$ cat config.mk
export PLATFORM = sky130hd
export DESIGN_NAME = approx_wallace_mac
export DESIGN_NICKNAME = d
export VERILOG_FILES = /design/src/rtl/approx_wallace_mac_pkg.sv /design/src/rtl/approx_wallace_mac_column_compressor.sv /design/src/rtl/approx_wallace_mac.sv
export SDC_FILE = /design/constraint.sdc
export NUM_CORES = 1
export LEC_CHECK = 0
export CORE_MARGIN = 2
export CORE_UTILIZATION = 40
export CTS_BUF_LIST = sky130_fd_sc_hd__clkbuf_2
export CTS_CLUSTER_DIAMETER = 150
export DETAILED_ROUTE_END_ITERATION = 7
export GPL_TIMING_DRIVEN = 0
export SLEW_MARGIN = 20
export SYNTH_ARGS = -nofsm -noshare
export SYNTH_HDL_FRONTEND = slang
export SYNTH_HIERARCHICAL = 1
export SYNTH_SLANG_ARGS = --single-unit
$ cat constraint.sdc
create_clock -name clk -period 12.26 [get_ports clk]
set_input_delay 3.065 -clock clk [delete_from_list [all_inputs] [get_ports clk]]
set_output_delay 3.065 -clock clk [all_outputs]
set_load 0.05 [all_outputs]
$ cat src/rtl/approx_wallace_mac_pkg.sv
// Shared definitions for the approximate Wallace multiply-accumulate block:
// product mode encoding and partial-product column geometry.
package approx_wallace_mac_pkg;

  localparam logic MODE_EXACT  = 1'b0;
  localparam logic MODE_APPROX = 1'b1;

  // Number of partial-product bits a[i]&b[j] with i+j == k for an n x n multiply.
  function automatic int col_height(input int width, input int k);
    if (k < 0 || k > 2 * width - 2) begin
      return 0;
    end else if (k < width) begin
      return k + 1;
    end else begin
      return 2 * width - 1 - k;
    end
  endfunction

endpackage

$ cat src/rtl/approx_wallace_mac_column_compressor.sv
// Combinational partial-product compressor: reduces the a*b matrix to a sum row and a
// carry row, replacing the low APPROX_COLS columns with a carry-free OR in approximate mode.
module approx_column_compressor
  import approx_wallace_mac_pkg::*;
#(
  parameter int WIDTH       = 8,
  parameter int APPROX_COLS = 5
) (
  input  logic [WIDTH-1:0]   a,
  input  logic [WIDTH-1:0]   b,
  input  logic               mode,
  output logic [2*WIDTH-1:0] sum_row,
  output logic [2*WIDTH-1:0] carry_row
);

  localparam int PW = 2 * WIDTH;
  localparam logic [PW-1:0] LOW_MASK =
    (APPROX_COLS == 0) ? '0 : ({PW{1'b1}} >> (PW - APPROX_COLS));

  logic [PW-2:0] col_or;
  logic [PW-1:0] approx_sel;
  logic [PW-1:0] row;
  logic [PW-1:0] s;
  logic [PW-1:0] c;
  logic [PW-1:0] nc;

  for (genvar k = 0; k < PW - 1; k++) begin : g_col
    localparam int H   = col_height(WIDTH, k);
    localparam int ILO = (k < WIDTH) ? 0 : k - WIDTH + 1;
    logic [H-1:0] bits;
    for (genvar n = 0; n < H; n++) begin : g_bit
      assign bits[n] = a[ILO+n] & b[k-ILO-n];
    end
    assign col_or[k] = |bits;
  end

  assign approx_sel = (mode == MODE_APPROX) ? LOW_MASK : '0;

  // Carry-save reduction of the exact columns only; carries move strictly upward,
  // so the approximated low columns of s and c stay zero and can take the OR bits.
  always_comb begin
    s   = '0;
    c   = '0;
    row = '0;
    nc  = '0;
    for (int i = 0; i < WIDTH; i++) begin
      row = (PW'(b) << i) & {PW{a[i]}} & ~approx_sel;
      nc  = ((s & c) | (s & row) | (c & row)) << 1;
      s   = s ^ c ^ row;
      c   = nc;
    end
    sum_row   = s | (approx_sel & {1'b0, col_or});
    carry_row = c;
  end

endmodule

$ cat src/rtl/approx_wallace_mac.sv
// Two-stage multiply-accumulate: stage 1 registers the compressed partial sums,
// stage 2 does the final add and a saturating accumulate, with ready/valid backpressure.
module approx_wallace_mac
  import approx_wallace_mac_pkg::*;
#(
  parameter int WIDTH       = 8,
  parameter int APPROX_COLS = 5,
  parameter int ACC_W       = 2 * WIDTH + 8
) (
  input  logic             clk,
  input  logic             rst_n,
  input  logic             in_valid,
  output logic             in_ready,
  input  logic [WIDTH-1:0] in_a,
  input  logic [WIDTH-1:0] in_b,
  input  logic             in_mode,
  input  logic             in_clr,
  output logic             out_valid,
  input  logic             out_ready,
  output logic [ACC_W-1:0] out_acc,
  output logic             out_sat,
  output logic [15:0]      out_count
);

  localparam int PW = 2 * WIDTH;

  logic [PW-1:0]    comp_sum;
  logic [PW-1:0]    comp_carry;
  logic             stall;

  logic             s1_valid_d, s1_valid_q;
  logic             s1_clr_d, s1_clr_q;
  logic             s1_mode_d, s1_mode_q;
  logic [PW-1:0]    s1_sum_d, s1_sum_q;
  logic [PW-1:0]    s1_carry_d, s1_carry_q;

  logic             out_valid_d, out_valid_q;
  logic [ACC_W-1:0] out_acc_d, out_acc_q;
  logic             out_sat_d, out_sat_q;
  logic [15:0]      out_count_d, out_count_q;

  logic [PW-1:0]    product;
  logic [ACC_W-1:0] acc_base;
  logic [ACC_W:0]   acc_sum;
  logic             overflow;

  approx_column_compressor #(
    .WIDTH       (WIDTH),
    .APPROX_COLS (APPROX_COLS)
  ) u_compressor (
    .a         (in_a),
    .b         (in_b),
    .mode      (in_mode),
    .sum_row   (comp_sum),
    .carry_row (comp_carry)
  );

  assign stall    = out_valid_q & ~out_ready;
  assign in_ready = ~stall;

  always_comb begin
    s1_valid_d = s1_valid_q;
    s1_clr_d   = s1_clr_q;
    s1_mode_d  = s1_mode_q;
    s1_sum_d   = s1_sum_q;
    s1_carry_d = s1_carry_q;
    if (!stall) begin
      s1_valid_d = in_valid;
      if (in_valid) begin
        s1_clr_d   = in_clr;
        s1_mode_d  = in_mode;
        s1_sum_d   = comp_sum;
        s1_carry_d = comp_carry;
      end
    end
  end

  // The mode has already shaped the compressed rows; it travels with the beat for observability.
  always_comb begin
    product     = s1_sum_q + s1_carry_q;
    acc_base    = s1_clr_q ? '0 : out_acc_q;
    acc_sum     = {1'b0, acc_base} + (ACC_W + 1)'(product);
    overflow    = acc_sum[ACC_W];
    out_valid_d = out_valid_q;
    out_acc_d   = out_acc_q;
    out_sat_d   = out_sat_q;
    out_count_d = out_count_q;
    if (!stall) begin
      out_valid_d = s1_valid_q;
      if (s1_valid_q) begin
        out_acc_d   = overflow ? '1 : acc_sum[ACC_W-1:0];
        out_sat_d   = (s1_clr_q ? 1'b0 : out_sat_q) | overflow;
        out_count_d = s1_clr_q ? 16'd1 : out_count_q + 16'd1;
      end
    end
  end

  always_ff @(posedge clk) begin
    if (!rst_n) begin
      s1_valid_q  <= 1'b0;
      out_valid_q <= 1'b0;
      out_acc_q   <= '0;
      out_sat_q   <= 1'b0;
      out_count_q <= '0;
    end else begin
      s1_valid_q  <= s1_valid_d;
      out_valid_q <= out_valid_d;
      out_acc_q   <= out_acc_d;
      out_sat_q   <= out_sat_d;
      out_count_q <= out_count_d;
    end
  end

  always_ff @(posedge clk) begin
    s1_clr_q   <= s1_clr_d;
    s1_mode_q  <= s1_mode_d;
    s1_sum_q   <= s1_sum_d;
    s1_carry_q <= s1_carry_d;
  end

  assign out_valid = out_valid_q;
  assign out_acc   = out_acc_q;
  assign out_sat   = out_sat_q;
  assign out_count = out_count_q;

  // Keeps the carried mode bit referenced; it has no effect on the datapath.
  logic unused_mode;
  assign unused_mode = s1_mode_q;

endmodule

# Word level (Yosys, flattened, before mapping)
# Index checks and enable logic that the tools add are counted.
dict set report word_totals {
  output_inout_bits 43
  inputBits 22
  rom_bits 0
  mem_bits_rw 0
  memories 0
  register_bits 75
  latchBits 0
  word_cells 162
}
dict set report op_classes {
  muxes 5
  shifts 0
  reduce_logical 15
  bitwise_logic 131
  magnitude_cmp 0
  multipliers 0
  n_addsub 3
  n_div 0
  eq_ne 0
}
# operator n
set op_table {}
lappend op_table {{$and A15 B15 Y15} 19}
lappend op_table {{$xor A16 B16 Y16} 13}
lappend op_table {{$or A15 B15 Y15} 12}
lappend op_table {{$and A16 B16 Y16} 8}
lappend op_table {{$and A1 B1 Y1} 65}
lappend op_table {{$mux W24} 2}
lappend op_table {{$add A24 B16 Y25} 1}
lappend op_table {{$add A16 B1 Y16 const B} 1}
lappend op_table {{$add A16 B16 Y16} 1}
lappend op_table {{$and A10 B16 Y16} 1}
lappend op_table {{$and A11 B16 Y16} 1}
lappend op_table {{$and A12 B16 Y16} 1}
lappend op_table {{$and A13 B16 Y16} 1}
lappend op_table {{$and A14 B16 Y16} 1}
lappend op_table {{$and A15 B16 Y16} 1}
lappend op_table {{$and A8 B16 Y16} 1}
lappend op_table {{$and A9 B16 Y16} 1}
lappend op_table {{$mux W16} 1}
lappend op_table {{$not A16 Y16} 1}
lappend op_table {{$or A16 B15 Y16} 1}
lappend op_table {{$and A5 B15 Y15} 1}
lappend op_table {{$reduce_or A7 Y1} 2}
lappend op_table {{$reduce_or A6 Y1} 2}
lappend op_table {{$reduce_or A5 Y1} 2}
lappend op_table {{other kinds (9)} 14}

# Longest topological paths before layout
dict set report logic_depth {
  ltp_word 22
  mapped_depth 18
  mapped_depth_nobuf 17
}

# Modules after synthesis
# Netlist, hierarchy kept.
# module area_per_inst_um2 seq_area_each_um2 cells_each n_inst
set modules_own_cells {}
lappend modules_own_cells {approx_wallace_mac 4341.7 1851.8 446 1}
lappend modules_own_cells {approx_column_compressor 1615.3 0.0 183 1}

# Worst setup path after synthesis
# No wires, ideal clock.
dict set report synth_path {
  path_type {input -> register}
  startpoint {input in_b[4]}
  endpoint {register s1_sum_q[7] (data pin)}
  path_buffers 1
  setup_ns 0.269
  required_time_ns 11.991
  stages 13
  arrival_time_ns 6.657
  slack_ns 5.334
  path_cell_list {clkbuf_2 and2_1 ha_1 inv_1 fa_1 inv_1 fa_1 inv_1 fa_1 fa_1 fa_1 inv_1 fa_1}
}
dict set report synth_between {
  elab_chain_len 19
  word_cells_on_any_way 51
  cone_classes {50 x bitwise; 1 x reduce/logical}
}
# item line
set synth_lines {}
lappend synth_lines {{start, declared} approx_wallace_mac.sv:15} ;# input logic [WIDTH-1:0] in_b,
lappend synth_lines {{$and A8 B16 Y16} approx_wallace_mac_column_compressor.sv:47} ;# row = (PW'(b) << i) & {PW{a[i]}} & ~approx_sel;
lappend synth_lines {{$and A16 B16 Y16} approx_wallace_mac_column_compressor.sv:47}
lappend synth_lines {{$xor A16 B16 Y16} approx_wallace_mac_column_compressor.sv:49} ;# s = s ^ c ^ row;
lappend synth_lines {{$and A15 B15 Y15 / $xor A16 B16 Y16 (equally long branches)} {approx_wallace_mac_column_compressor.sv:48, approx_wallace_mac_column_compressor.sv:49}}
lappend synth_lines {{$or A15 B15 Y15 / $xor A16 B16 Y16 (equally long branches)} {approx_wallace_mac_column_compressor.sv:48, approx_wallace_mac_column_compressor.sv:49}}
lappend synth_lines {{$or A15 B15 Y15, or another cell as far along} approx_wallace_mac_column_compressor.sv:48} ;# nc = ((s & c) | (s & row) | (c & row)) << 1;
lappend synth_lines {{$and A15 B15 Y15, or another cell as far along} approx_wallace_mac_column_compressor.sv:48}
lappend synth_lines {{$or A15 B15 Y15, or another cell as far along (2 in series)} approx_wallace_mac_column_compressor.sv:48}
lappend synth_lines {{$and A15 B15 Y15, or another cell as far along} approx_wallace_mac_column_compressor.sv:48}
lappend synth_lines {{$or A15 B15 Y15, or another cell as far along (2 in series)} approx_wallace_mac_column_compressor.sv:48}
lappend synth_lines {{$xor A16 B16 Y16 / $or A15 B15 Y15 (equally long branches)} {approx_wallace_mac_column_compressor.sv:49, approx_wallace_mac_column_compressor.sv:48}}
lappend synth_lines {{$xor A16 B16 Y16, or another cell as far along} approx_wallace_mac_column_compressor.sv:49}
lappend synth_lines {{$xor A16 B16 Y16 / $or A15 B15 Y15 (equally long branches) (2 in series)} {approx_wallace_mac_column_compressor.sv:49, approx_wallace_mac_column_compressor.sv:48}}
lappend synth_lines {{$xor A16 B16 Y16 (2 in series)} approx_wallace_mac_column_compressor.sv:49}
lappend synth_lines {{$or A16 B15 Y16 *} approx_wallace_mac_column_compressor.sv:52} ;# sum_row = s | (approx_sel & {1'b0, col_or});
lappend synth_lines {{named net comp_sum[7]} approx_wallace_mac.sv:27} ;# logic [PW-1:0] comp_sum;
lappend synth_lines {{end signal, assigned} approx_wallace_mac.sv:117} ;# s1_sum_q <= s1_sum_d;
lappend synth_lines {{end, declared} approx_wallace_mac.sv:34} ;# logic [PW-1:0] s1_sum_d, s1_sum_q;
# The timed path passes the listed nets; every way through them passes the cells marked *.
# A chain may end at the register's enable or synchronous reset.

# Final worst setup path
dict set report layout_path {
  startpoint {input out_ready}
  endpoint {output in_ready}
}
dict set report layout_between {
  elab_chain_len 3
}
# item line
set layout_lines {}
lappend layout_lines {{start, declared} approx_wallace_mac.sv:19} ;# input logic out_ready,
lappend layout_lines {{$not A1 Y1} approx_wallace_mac.sv:58} ;# assign stall = out_valid_q & ~out_ready;
lappend layout_lines {{$and A1 B1 Y1} approx_wallace_mac.sv:58}
lappend layout_lines {{$not A1 Y1 (no source line)} n/a}
lappend layout_lines {{end, declared} approx_wallace_mac.sv:13} ;# output logic in_ready,
# No other way between the ends.

==> run metrics <==
GRT busiest layer=met2; Worst Hold Slack=0.493 ns; Seq/Total Area, Yosys=31.1%; peak supply drop=65.6 uV; final-stage net count=814; Worst EP arrival=4.59 ns; DP Cell Count=882; post-synth top area share=16.6%; gpl congestion=0.883; cts bufs inserted=9; initial antenna violation count=0; Tmin final=7.65 ns; synth warn=6; most used cell, CP=clkdlybuf4s50_1; WL/cell=roughly 15 um; Die Ht=126 um; number of synthesized flops with an enable pin=33; f_max=0.131 GHz; worst setup margin=~4.6 ns; critical path type=input pin to output port; DRT Wirelength=13100 um; area leader, netlist=edfxtp_1; startpoint types=input pin; period utilisation layout=between 60% and 70%; Max FO, Critical Path=6; Max Clock Skew=0.0295 ns; DP Worst Slack=4.55 ns; core area=14500 um^2; num ports=65; drt initial violations=305; vias in the first global route=4753; Post-synth top flop=dfxtp_1; Cell variety after synth=63; TNS Setup=0 ns; Resized Gates After CTS=0; DRC errors left=0; initial core utilization=~41%; hold buffer count at CTS=0; final hold viol count=0; met2 GRT Util=30.6%; Max clock buf depth=2; total track usage=16.9%; hold depth=2; postcts setup bufs=0; Layout Utilization=a little under half; FF-to-FF setup slack=about 7.5 ns; M3 GR Usage=2.38%; Mapped Cells=629; CP Capture Type=output port; Clock Latency Late Sink=0.54 ns; via/cell ratio=5.18; fillcell total=1415; Layout area overhead=16.6%; Layout Cells excl Fill=899; CTS tree=done; outcome=complete, no violations; layout cells sized above 1=7.56%; Max stage delay cell, worst path=clkdlybuf4s50_1; Placed Area=6830 um^2; total grt overflow=0; Rel. slew slack=a little over half; Syn Area/Cell=~9.5 um^2; post-route cell area=around 7000 um^2; first-pass GRT wire length=22200 um; Worst path max stage delay=roughly 0.84 ns; area of the multi-input gates=around 3800 um^2; met1 usage=20.8%; reg2reg end=out_acc[10]$_SDFFE_PN0P_; RSZ-0062 raised after global routing=no; Pwr Density=between 100 and 150 nW/um^2; Port Buffers=59; Worst-path clk slew=0.22 ns; final setup vio count=0; Die X=126 um; Worst R2R Start=s1_sum_q[0]$_DFFE_PP_; Hold Crit Class=flop to flop; count of final max-slew check failures=0; clock sink total=76; pin count of the biggest net entering global routing=33; synth top area cells=edfxtp_1 17%, fa_1 15%, dfxtp_1 14%, ha_1 8.2%, a21oi_1 4.0%; via count=4654; FF+latch count, synth=76; total power draw=1.00 mW; Die Area=15900 um^2; Worst Setup SP=out_ready; drt pass-1 iters=4; Leak Pwr=between 2 and 3 nW; synthesized area=roughly 6000 um^2; number of cells on the worst reg-to-reg path=18; clock root cell=clkbuf_2; H-tree Lvls=3; critical path required time=9.19 ns; Cell Chain, Critical Path=clkdlybuf4s50_1 -> nand2b_1 -> clkdlybuf4s50_1; Post-synth ARST share=0%; critical path endpoint=in_ready; max cap viols=0; Worst-Margin Slew=~0.71 ns; Final HPWL DP=10300 um; row count=44; storage element area=1850 um^2; ANT nets after route=0
==> report_power, final <==
| group | switching (mW) | internal (mW) |
|---|---|---|
| Clock | 0.0946 | 0.0462 |
| Sequential | 0.0150 | 0.304 |
| Combinational | 0.325 | 0.219 |
| Total | 0.434 | 0.569 |
==> registers in the layout, summed over array words and instances (netlist names) <==
register / flops
s1_sum_q: 16
out_count: 16
out_valid: 1
s1_clr_q: 1
s1_carry_q: 16
out_acc: 24
s1_valid_q: 1
out_sat: 1
==> synthesized netlist by cell type (all sizes together), types with 2 or more instances <==
library cell and n:
nor4b 2, a31oi 3, nand3 14, nor3 4
o21bai 5, o21ai 40, clkbuf 11, a22o 2
buf 22, nor3b 2, o311ai 2, nor4 4
ha 39, nand4 10, dfxtp 43, or3 6
a211oi 7, o21a 5, fa 44, o31ai 2
a21oi 49, a222oi 2, o211ai 5, xnor2 20
nand2 59, a21boi 3, edfxtp 33, o211a 2
nor2b 22, and3 2, xor2 21, o221a 3
a21o 8, nand2b 2, inv 53, a22oi 3
nor2 33, and2 33
==> critical path, delay by kind of cell <==
family / cells / cell delay [ns]
buffers and inverters: 2 / 1.31
and+or+nand+nor: 1 / 0.21
==> how the worst min path moves through the flow <==
stage                     slack [ns]                     end               startpoint
after floorplan                 0.46  out_valid$_SDFFE_PN0N_  s1_valid_q$_SDFFE_PN0N_
after global routing            0.54    out_sat$_SDFFE_PN0P_     out_sat$_SDFFE_PN0P_
final                           0.49    out_sat$_SDFFE_PN0P_     out_sat$_SDFFE_PN0P_
after detailed placement        0.47    out_sat$_SDFFE_PN0P_     out_sat$_SDFFE_PN0P_
after CTS                       0.50    out_sat$_SDFFE_PN0P_     out_sat$_SDFFE_PN0P_
after global placement          0.46    out_sat$_SDFFE_PN0P_     out_sat$_SDFFE_PN0P_
==> routing by layer <==
| layer | wire length (um) | vias up |
|---|---|---|
| met5 | 0 | - |
| li1 | - | 2315 |
| met3 | 418 | 10 |
| met4 | 112 | 0 |
| met1 | 5980 | 2239 |
| met2 | 6560 | 90 |
==> kinds of logic after synthesis <==
group / Yosys count / share of synthesized area, %
flops: 76 / 31.1
simple gates: 195 / 16.8
compound gates: 147 / 16.7
other cells: 1 / 0.0630
fa+ha+maj: 83 / 23.0
buf+inv: 86 / 6.41
xor+xnor: 41 / 6.03
==> layout make-up <==
| class | count | area share [%] |
|---|---|---|
| Multi-Input combinational cell | 476 | 54.1 |
| Sequential cell | 76 | 26.7 |
| Timing Repair Buffer | 60 | 8.79 |
| Tap cell | 184 | 3.31 |
| Inverter | 53 | 2.86 |
| Buffer | 33 | 2.63 |
| Clock inverter | 7 | 0.955 |
| Clock buffer | 9 | 0.648 |
| Antenna cell | 1 | 0.0360 |
==> placed cells by master, fill, tap and decap left out, drive strengths merged, types with 3 or more instances in the layout <==
master	netlist	layout
clkdlybuf4s50	0	59
nand2	59	59
inv	53	54
a21oi	49	49
fa	44	44
dfxtp	43	43
o21ai	40	40
ha	39	39
nor2	33	33
edfxtp	33	33
and2	33	33
buf	22	23
nor2b	22	22
xor2	21	21
xnor2	20	20
clkbuf	11	20
nand3	14	14
nand4	10	10
conb	1	10
a21o	8	8
a211oi	7	7
or3	6	6
o21a	5	5
o21bai	5	5
o211ai	5	5
nor3	4	4
nor4	4	4
clkinv	0	4
a31oi	3	3
o221a	3	3
a21boi	3	3
a22oi	3	3
No activity file was read; power rests on OpenSTA's default activity.
